<file path="config.mk">
export PLATFORM = sky130hd
export DESIGN_NAME = alu_cmd_driver
export DESIGN_NICKNAME = d
export VERILOG_FILES = /design/src/rtl/alu_cmd_driver.sv
export SDC_FILE = /design/constraint.sdc
export NUM_CORES = 1
export LEC_CHECK = 0
export ABC_AREA = 1
export CAP_MARGIN = 10
export CORE_ASPECT_RATIO = 0.9
export CORE_UTILIZATION = 40
export DETAILED_ROUTE_END_ITERATION = 7
export GPL_TIMING_DRIVEN = 0
export PLACE_DENSITY = 0.64
export SLEW_MARGIN = 10
export SYNTH_ARGS = -nofsm -noshare
export SYNTH_HDL_FRONTEND = slang
export SYNTH_SLANG_ARGS = --single-unit
</file>
<file path="constraint.sdc">
create_clock -name clk -period 4.1 [get_ports clk]
set_input_delay 0.82 -clock clk [delete_from_list [all_inputs] [get_ports clk]]
set_output_delay 0.82 -clock clk [all_outputs]
set_load 0.005 [all_outputs]
</file>
<file path="src/rtl/alu_cmd_driver.sv">
// Command-side initiator for the 4-bit combinational ALU: queues commands, drives registered ALU inputs, returns result + flags.
// Latency: command accepted at edge E0 into an idle empty block -> rsp_valid after E2; one response per 2 cycles sustained.
// Backpressure: cmd_ready = !full (no bypass); rsp_* held stable while rsp_valid && !rsp_ready; queue fills while response stalls.
//
// Ports:
//   clk, rst_n                          clock, synchronous active-low reset
//   cmd_valid/cmd_ready, cmd_op, cmd_a, command handshake and fields; cmd_use_acc
//   cmd_b, cmd_use_acc                  replaces operand A with the accumulator
//   alu_a, alu_b, alu_sel               registered ALU operands/opcode
//   alu_result                          combinational ALU output
//   rsp_valid/rsp_ready, rsp_data,      response handshake, result (0 on error),
//   rsp_op, rsp_err, rsp_zero           opcode, error flag, zero flag
//   busy                                queue non-empty or FSM not idle

module cmd_fifo #(
   parameter int W     = 8,
   parameter int DEPTH = 4
) (
   input  logic         clk,
   input  logic         rst_n,
   input  logic         push,
   input  logic         pop,
   input  logic [W-1:0] din,
   output logic [W-1:0] dout,
   output logic         full,
   output logic         empty
);
   localparam int AW = $clog2(DEPTH);

   logic [W-1:0] mem [DEPTH];
   logic [AW:0]  wr_ptr;
   logic [AW:0]  rd_ptr;

   // Extra pointer bit distinguishes full from empty when the indices match.
   assign empty = (wr_ptr == rd_ptr);
   assign full  = (wr_ptr[AW] != rd_ptr[AW]) && (wr_ptr[AW-1:0] == rd_ptr[AW-1:0]);
   assign dout  = mem[rd_ptr[AW-1:0]];

   always_ff @(posedge clk) begin
      if (!rst_n) begin
         wr_ptr <= '0;
         rd_ptr <= '0;
      end else begin
         if (push && !full) begin
            mem[wr_ptr[AW-1:0]] <= din;
            wr_ptr              <= wr_ptr + (AW+1)'(1);
         end
         if (pop && !empty)
            rd_ptr <= rd_ptr + (AW+1)'(1);
      end
   end
endmodule

module alu_cmd_driver #(
   parameter int WIDTH = 4,
   parameter int OPW   = 4,
   parameter int DEPTH = 4
) (
   input  logic             clk,
   input  logic             rst_n,
   input  logic             cmd_valid,
   output logic             cmd_ready,
   input  logic [OPW-1:0]   cmd_op,
   input  logic [WIDTH-1:0] cmd_a,
   input  logic [WIDTH-1:0] cmd_b,
   input  logic             cmd_use_acc,
   output logic [WIDTH-1:0] alu_a,
   output logic [WIDTH-1:0] alu_b,
   output logic [OPW-1:0]   alu_sel,
   input  logic [WIDTH-1:0] alu_result,
   output logic             rsp_valid,
   input  logic             rsp_ready,
   output logic [WIDTH-1:0] rsp_data,
   output logic [OPW-1:0]   rsp_op,
   output logic             rsp_err,
   output logic             rsp_zero,
   output logic             busy
);
   localparam int EW = OPW + 2*WIDTH + 1;

   typedef enum logic [1:0] {IDLE, SAMPLE, RESP} state_t;

   state_t           state, nxt_state;
   logic             rdy_en;
   logic             fifo_full, fifo_empty, pop;
   logic [EW-1:0]    fifo_din, fifo_dout;
   logic [OPW-1:0]   f_op;
   logic [WIDTH-1:0] f_a, f_b;
   logic             f_use_acc;
   logic [WIDTH-1:0] acc, nxt_acc;
   logic [WIDTH-1:0] nxt_alu_a, nxt_alu_b, nxt_rsp_data;
   logic [OPW-1:0]   nxt_alu_sel, nxt_rsp_op;
   logic             nxt_rsp_valid, nxt_rsp_err, nxt_rsp_zero;
   logic             err;

   // rdy_en holds cmd_ready low through reset and releases it one edge later.
   assign cmd_ready = rdy_en && !fifo_full;
   assign fifo_din  = {cmd_op, cmd_a, cmd_b, cmd_use_acc};
   assign {f_op, f_a, f_b, f_use_acc} = fifo_dout;
   assign busy      = !fifo_empty || (state != IDLE);

   cmd_fifo #(.W(EW), .DEPTH(DEPTH)) u_fifo (
      .clk   (clk),
      .rst_n (rst_n),
      .push  (cmd_valid && cmd_ready),
      .pop   (pop),
      .din   (fifo_din),
      .dout  (fifo_dout),
      .full  (fifo_full),
      .empty (fifo_empty)
   );

   always_ff @(posedge clk) begin
      if (!rst_n) begin
         state     <= IDLE;
         rdy_en    <= 1'b0;
         acc       <= '0;
         alu_a     <= '0;
         alu_b     <= '0;
         alu_sel   <= '0;
         rsp_valid <= 1'b0;
         rsp_data  <= '0;
         rsp_op    <= '0;
         rsp_err   <= 1'b0;
         rsp_zero  <= 1'b0;
      end else begin
         state     <= nxt_state;
         rdy_en    <= 1'b1;
         acc       <= nxt_acc;
         alu_a     <= nxt_alu_a;
         alu_b     <= nxt_alu_b;
         alu_sel   <= nxt_alu_sel;
         rsp_valid <= nxt_rsp_valid;
         rsp_data  <= nxt_rsp_data;
         rsp_op    <= nxt_rsp_op;
         rsp_err   <= nxt_rsp_err;
         rsp_zero  <= nxt_rsp_zero;
      end
   end

   always_comb begin
      nxt_state     = state;
      nxt_acc       = acc;
      nxt_alu_a     = alu_a;
      nxt_alu_b     = alu_b;
      nxt_alu_sel   = alu_sel;
      nxt_rsp_valid = rsp_valid;
      nxt_rsp_data  = rsp_data;
      nxt_rsp_op    = rsp_op;
      nxt_rsp_err   = rsp_err;
      nxt_rsp_zero  = rsp_zero;
      pop           = 1'b0;
      // Divide by zero or the undefined all-ones opcode.
      err = ((alu_sel == OPW'(4)) && (alu_b == '0)) || (alu_sel == '1);

      case (state)
         IDLE: begin
            if (!fifo_empty) begin
               pop         = 1'b1;
               nxt_alu_a   = f_use_acc ? acc : f_a;
               nxt_alu_b   = f_b;
               nxt_alu_sel = f_op;
               nxt_state   = SAMPLE;
            end else begin
               nxt_alu_a   = '0;
               nxt_alu_b   = '0;
               nxt_alu_sel = '0;
            end
         end
         SAMPLE: begin
            nxt_rsp_data  = err ? '0 : alu_result;
            nxt_rsp_op    = alu_sel;
            nxt_rsp_err   = err;
            nxt_rsp_zero  = err || (alu_result == '0);
            nxt_rsp_valid = 1'b1;
            if (!err)
               nxt_acc = alu_result;
            nxt_state = RESP;
         end
         RESP: begin
            if (rsp_ready) begin
               // Valid drops after every handshake so a chained command's
               // SAMPLE cycle never re-presents the old response.
               nxt_rsp_valid = 1'b0;
               if (!fifo_empty) begin
                  // acc already holds the result just returned.
                  pop         = 1'b1;
                  nxt_alu_a   = f_use_acc ? acc : f_a;
                  nxt_alu_b   = f_b;
                  nxt_alu_sel = f_op;
                  nxt_state   = SAMPLE;
               end else begin
                  nxt_alu_a   = '0;
                  nxt_alu_b   = '0;
                  nxt_alu_sel = '0;
                  nxt_state   = IDLE;
               end
            end
         end
         default: nxt_state = IDLE;
      endcase
   end
endmodule
</file>
Word level (Yosys, flattened, before mapping)
Memories as Yosys holds them, arrays and structs flattened. A register that Yosys moved wholly into a read port is not among the register bits.
Index checks and enable logic that the tools add are counted.
{"block": "word_totals", "regBits": 36, "ram_bits": 52, "in_bits": 21, "out_inout_bits": 25, "wordCells": 73, "mem_count": 1}
{"block": "op_classes", "add_sub_neg": 2, "n_eq_ne": 9, "n_mux": 26, "bitwise": 1, "reduce_logical": 21}
{"memory": "u_fifo.mem", "words": 4, "width": 13, "rd": 1, "rd_clocked_by_memory_dff": 1, "wr": 1, "line": "30", "rtl": "logic [W-1:0] mem [DEPTH];"}
{"cell": "$mux W4", "count": 8}
{"cell": "$pmux W4 S2", "count": 3}
{"cell": "$logic_not A4 Y1", "count": 2}
{"cell": "$mux W1", "count": 8}
{"cell": "$mux W2", "count": 4}
{"cell": "$reduce_and A2 Y1", "count": 4}
{"cell": "$add A3 B1 Y3 const B", "count": 2}
{"cell": "$logic_and A1 B1 Y1", "count": 6}
{"cell": "$pmux W2 S3", "count": 1}
{"cell": "$reduce_bool A2 Y1", "count": 3}
{"cell": "$eq A4 B3 Y1 const B", "count": 1}
{"cell": "$eq A4 B4 Y1 const B", "count": 1}
{"cell": "$ne A2 B2 Y1 const B", "count": 2}
{"cell": "$pmux W1 S2", "count": 2}
{"cell": "$eq A3 B3 Y1", "count": 1}
{"cell": "$logic_or A1 B1 Y1", "count": 3}
{"cell": "$eq A2 B1 Y1 const B", "count": 1}
{"cell": "$eq A2 B2 Y1", "count": 1}
{"cell": "$eq A2 B2 Y1 const B", "count": 1}
{"cell": "$logic_not A1 Y1", "count": 2}
{"cell": "$logic_not A2 Y1", "count": 1}
{"cell": "$ne A1 B1 Y1", "count": 1}
{"cell": "$not A1 Y1", "count": 1}

Depth between registers and ports, before layout
{"block": "depth", "depth_word": 9, "ltp_mapped": 10, "ltp_nobuf": 9}

Cells and area by module
A second synthesis with hierarchy kept.
{"block": "unflattened", "cells_unflattened": 347, "hier_area_um2": 3691.0}
{"module": "cmd_fifo", "instances": 1, "cells_per_inst": 201, "area_each_um2": 2449.8, "seq_area_each_um2": 1721.7}
{"module": "alu_cmd_driver", "instances": 1, "cells_per_inst": 146, "area_each_um2": 1241.2, "seq_area_each_um2": 600.6}

Worst setup path after synthesis
OpenSTA, ideal clock, no wires.
{"block": "synth_path", "kind": "input to register", "start": "input rst_n", "end": "memory u_fifo.mem[0][0] (netlist bit) (enable)", "setup_ns": 0.382, "arrival_time_ns": 1.796, "t_required_ns": 3.718, "setup_slack_ns": 1.921, "stages": 3, "n_path_buf": 1, "path_cell_list": "clkbuf_1 > nand3_1 > nor2_1"}
{"block": "synth_between", "elab_chain_len": 2}
{"item": "from (decl)", "line": "60", "rtl": "input logic rst_n,"}
{"item": "$mux W1", "line": "40", "rtl": "if (!rst_n) begin"}
{"item": "$mux W1 (not written as such)", "line": "45", "rtl": "mem[wr_ptr[AW-1:0]] <= din;"}
{"item": "to (decl)", "line": "30"}
No other way between the ends.

Final worst setup path
{"block": "layout_path", "start": "input rst_n", "end": "memory u_fifo.mem[1][1] (netlist bit) (enable)"}
Same word-level chain as after synthesis.

==> results_dict.tcl <==
set metrics [dict create \
    outcome "completed" \
    cts_tree "done" \
    cts_made_buffers 9 \
    routed_wl_mm 7.117 \
    cp.required_ns 4.08 \
    cp.arrival_ns 2.80 \
    dieArea_um2 9252 \
    core_um2 8608 \
    rsz0062_at_grt "no" \
    dr.pass1.iters 5 \
    avgSynthCellArea_um2 10.05 \
    fin_setup_tns_ns 0 \
    drc 0 \
    grtUsageTotal_pct 17.04 \
    ios 46 \
    grt-ovfl-total 0 \
    vias 2478 \
    reg2reg_to "u_fifo.mem[1][1]" \
    worst-setup-path-type "in2reg" \
    grt_pass1_vias 2346 \
    cts.sink_count 90 \
    dr.first_iter.drc_count 67 \
    antenna_found_initial 0 \
    cts_setup_buffers 0 \
    grt_max_degree 16 \
    syn_area_um2 3548 \
    cp-startpoint "rst_n" \
    drive_above_1_share_pct 8.937 \
    vias_per_cell 4.649 \
    setup_violations 0 \
    ys.warnings.count 0 \
    timing.hold.ws_ns 0.4588 \
    initial_core_util_pct 41.22 \
    worstPathMaxFanout 13 \
    h-tree-depth 3 \
    endpoint_kind "flip-flop" \
    gp_congestion 0.7508 \
    hp-class "reg2reg" \
    cp_slowest_cell "nor2_2" \
    fmax_ghz 0.3547 \
    clock_skew_ns 0.01404 \
    clock_latency_ns 0.36 \
    hold_violations 0 \
    postCtsResizedCells 0 \
    grt_first_pass_wirelength_mm 11.75 \
    r2r_cells 8 \
    syn_nets 379 \
    p_per_area_nw_per_um2 574.4 \
    port_buffers 45 \
    path_clk_slew_ns 0.08 \
    ant_nets 0 \
    area_growth_pct 21.97 \
    slowest_delay_ns 0.70 \
    maxCapViolations 0 \
    leakage_nw 1.714 \
    worstHoldStart "alu_a[2]" \
    wl_per_cell_um 13.35 \
    final_cell_mix "nand2_1 (96), edfxtp_1 (52), clkdlybuf4s50_1 (45), dfxtp_1 (38), nor2_1 (34)" \
    synth_cell_type_count 29 \
    worstReg2RegStart "u_fifo.wr_ptr[0]" \
    final_max_slew_viol_count 0 \
    syn_inst 353 \
    worst-slew-pin-transition_ns 0.8229 \
    synth_seq_cells 90 \
    die_y_um 91.35 \
    hpwl_mm 4.899 \
    fin_crit_ns 2.819 \
    relSlewSlack_pct 45.08 \
    cts_buffer_depth 2 \
    hold_path_end "alu_a[2]" \
    yosysSeqAreaShare_pct 65.44 \
    clock_tree.root_cell "clkbuf_8" \
    postCtsHoldBufs 0 \
    worst-r2r-setup-slack_ns 1.81 \
    post-route-period-util_pct 68.76 \
    mostFrequentLayoutCell "nand2_1" \
    nets 435 \
    worstSetupStartpointType "input pin" \
    hold_depth 2 \
    diodes 0 \
    rows 32 \
    power.total_w 0.002486 \
    vdd_drop_max_mv 0.1981 \
    critical_path.cell_chain "clkdlybuf4s50_1 > clkbuf_1 > nand3_1 > nor2_2" \
    die_x_um 101.3 \
]
-- worst max-delay path by stage --
stage	endpoint	depth (start not counted)	slack [ns]
final	u_fifo.mem[1][1]	4	1.28
after global placement	u_fifo.mem[3][11]	4	0.61
after floorplan	u_fifo.mem[0][0]	3	1.92
after detailed placement	u_fifo.mem[0][4]	4	0.51
after CTS	u_fifo.mem[0][4]	4	0.89
after global routing	u_fifo.mem[1][6]	4	1.11
-- registers in the layout (all words and copies together) (netlist names), named ones only --
| signal | flops |
|---|---|
| acc | 4 |
| alu_a | 4 |
| alu_b | 4 |
| alu_sel | 4 |
| rdy_en | 1 |
| rsp_data | 4 |
| rsp_err | 1 |
| rsp_op | 4 |
| rsp_valid | 1 |
| rsp_zero | 1 |
| state | 2 |
| u_fifo.mem | 52 |
| u_fifo.rd_ptr | 3 |
| u_fifo.wr_ptr | 3 |
-- final cells by class --
type / instances / area, µm²
buffer: 10 / 50.05
clock buffer: 9 / 123.9
clock inverter: 7 / 46.29
fill: 780 / 4280
inverter: 29 / 108.9
multi-input combinational: 224 / 1077
sequential: 90 / 2322
tap: 119 / 148.9
timing repair buffer: 45 / 450.4
-- metrics by stage --
stage	setup slack [ns]	utilization (%)	instance area, µm²	std cells
2_1_floorplan	1.921	-	3548	353
3_3_place_gp	0.6080	48.18	4148	517
3_5_place_dp	0.5146	48.24	4153	517
4_1_cts	0.8862	50.22	4323	533
5_1_grt	1.113	50.28	4328	533
6_report	1.281	50.28	4328	533
-- logic make-up (layout without fill, tap and decap cells) --
| logic type | Yosys count | count (layout) | share of synthesized area [%] |
|---|---|---|---|
| DFF | 90 | 90 | 65.44 |
| and+or+nand+nor | 175 | 175 | 21.09 |
| AOI/OAI and AO/OA | 41 | 41 | 6.488 |
| xor gates and xnor gates | 3 | 3 | 0.7406 |
| buffers and inverters | 39 | 100 | 4.478 |
| adders and majority gates | 5 | 5 | 1.763 |
-- worst max-delay path: cells and delay by family --
kind	cells	cell delay, ns
AND/OR/NAND/NOR	2	0.99
buffers and inverters	2	0.97
-- power breakdown --
part           switching [W]  total [W]  internal (W)  leakage (nW)
Sequential         0.0000913    0.00116       0.00107         0.781
Combinational       0.000455   0.000797      0.000341         0.843
Clock               0.000306   0.000524      0.000218        0.0889
Total               0.000853    0.00249       0.00163          1.71
-- per-layer routing --
metal	track usage, %	wire length [µm]	vias up	share of wire [%]
met1	23.49	3573	1124	50
met4	6.522	100	0	1.4
li1	-	-	1293	-
met5	0	0	-	0
met3	4.388	279	9	3.9
met2	25.62	3163	52	44
-- cells in the mapped netlist, drive strengths merged --
| cell | count | area share (%) |
|---|---|---|
| or2 | 1 | 0.25 |
| xor2 | 2 | 0.49 |
| nor4 | 1 | 0.18 |
| buf | 5 | 0.88 |
| or3 | 1 | 0.18 |
| dfxtp | 38 | 21 |
| ha | 5 | 1.8 |
| xnor2 | 1 | 0.25 |
| nor2 | 40 | 4.7 |
| nand4 | 3 | 0.53 |
| o22ai | 7 | 1.2 |
| nand2 | 98 | 11 |
| edfxtp | 52 | 44 |
| a21oi | 6 | 1.2 |
| inv | 29 | 3.1 |
| a31oi | 1 | 0.18 |
| o21ai | 27 | 3.9 |
| clkbuf | 5 | 0.53 |
| nor3 | 2 | 0.28 |
| nand3 | 29 | 4.4 |
Note: power is estimated with default switching activity, not from simulation.
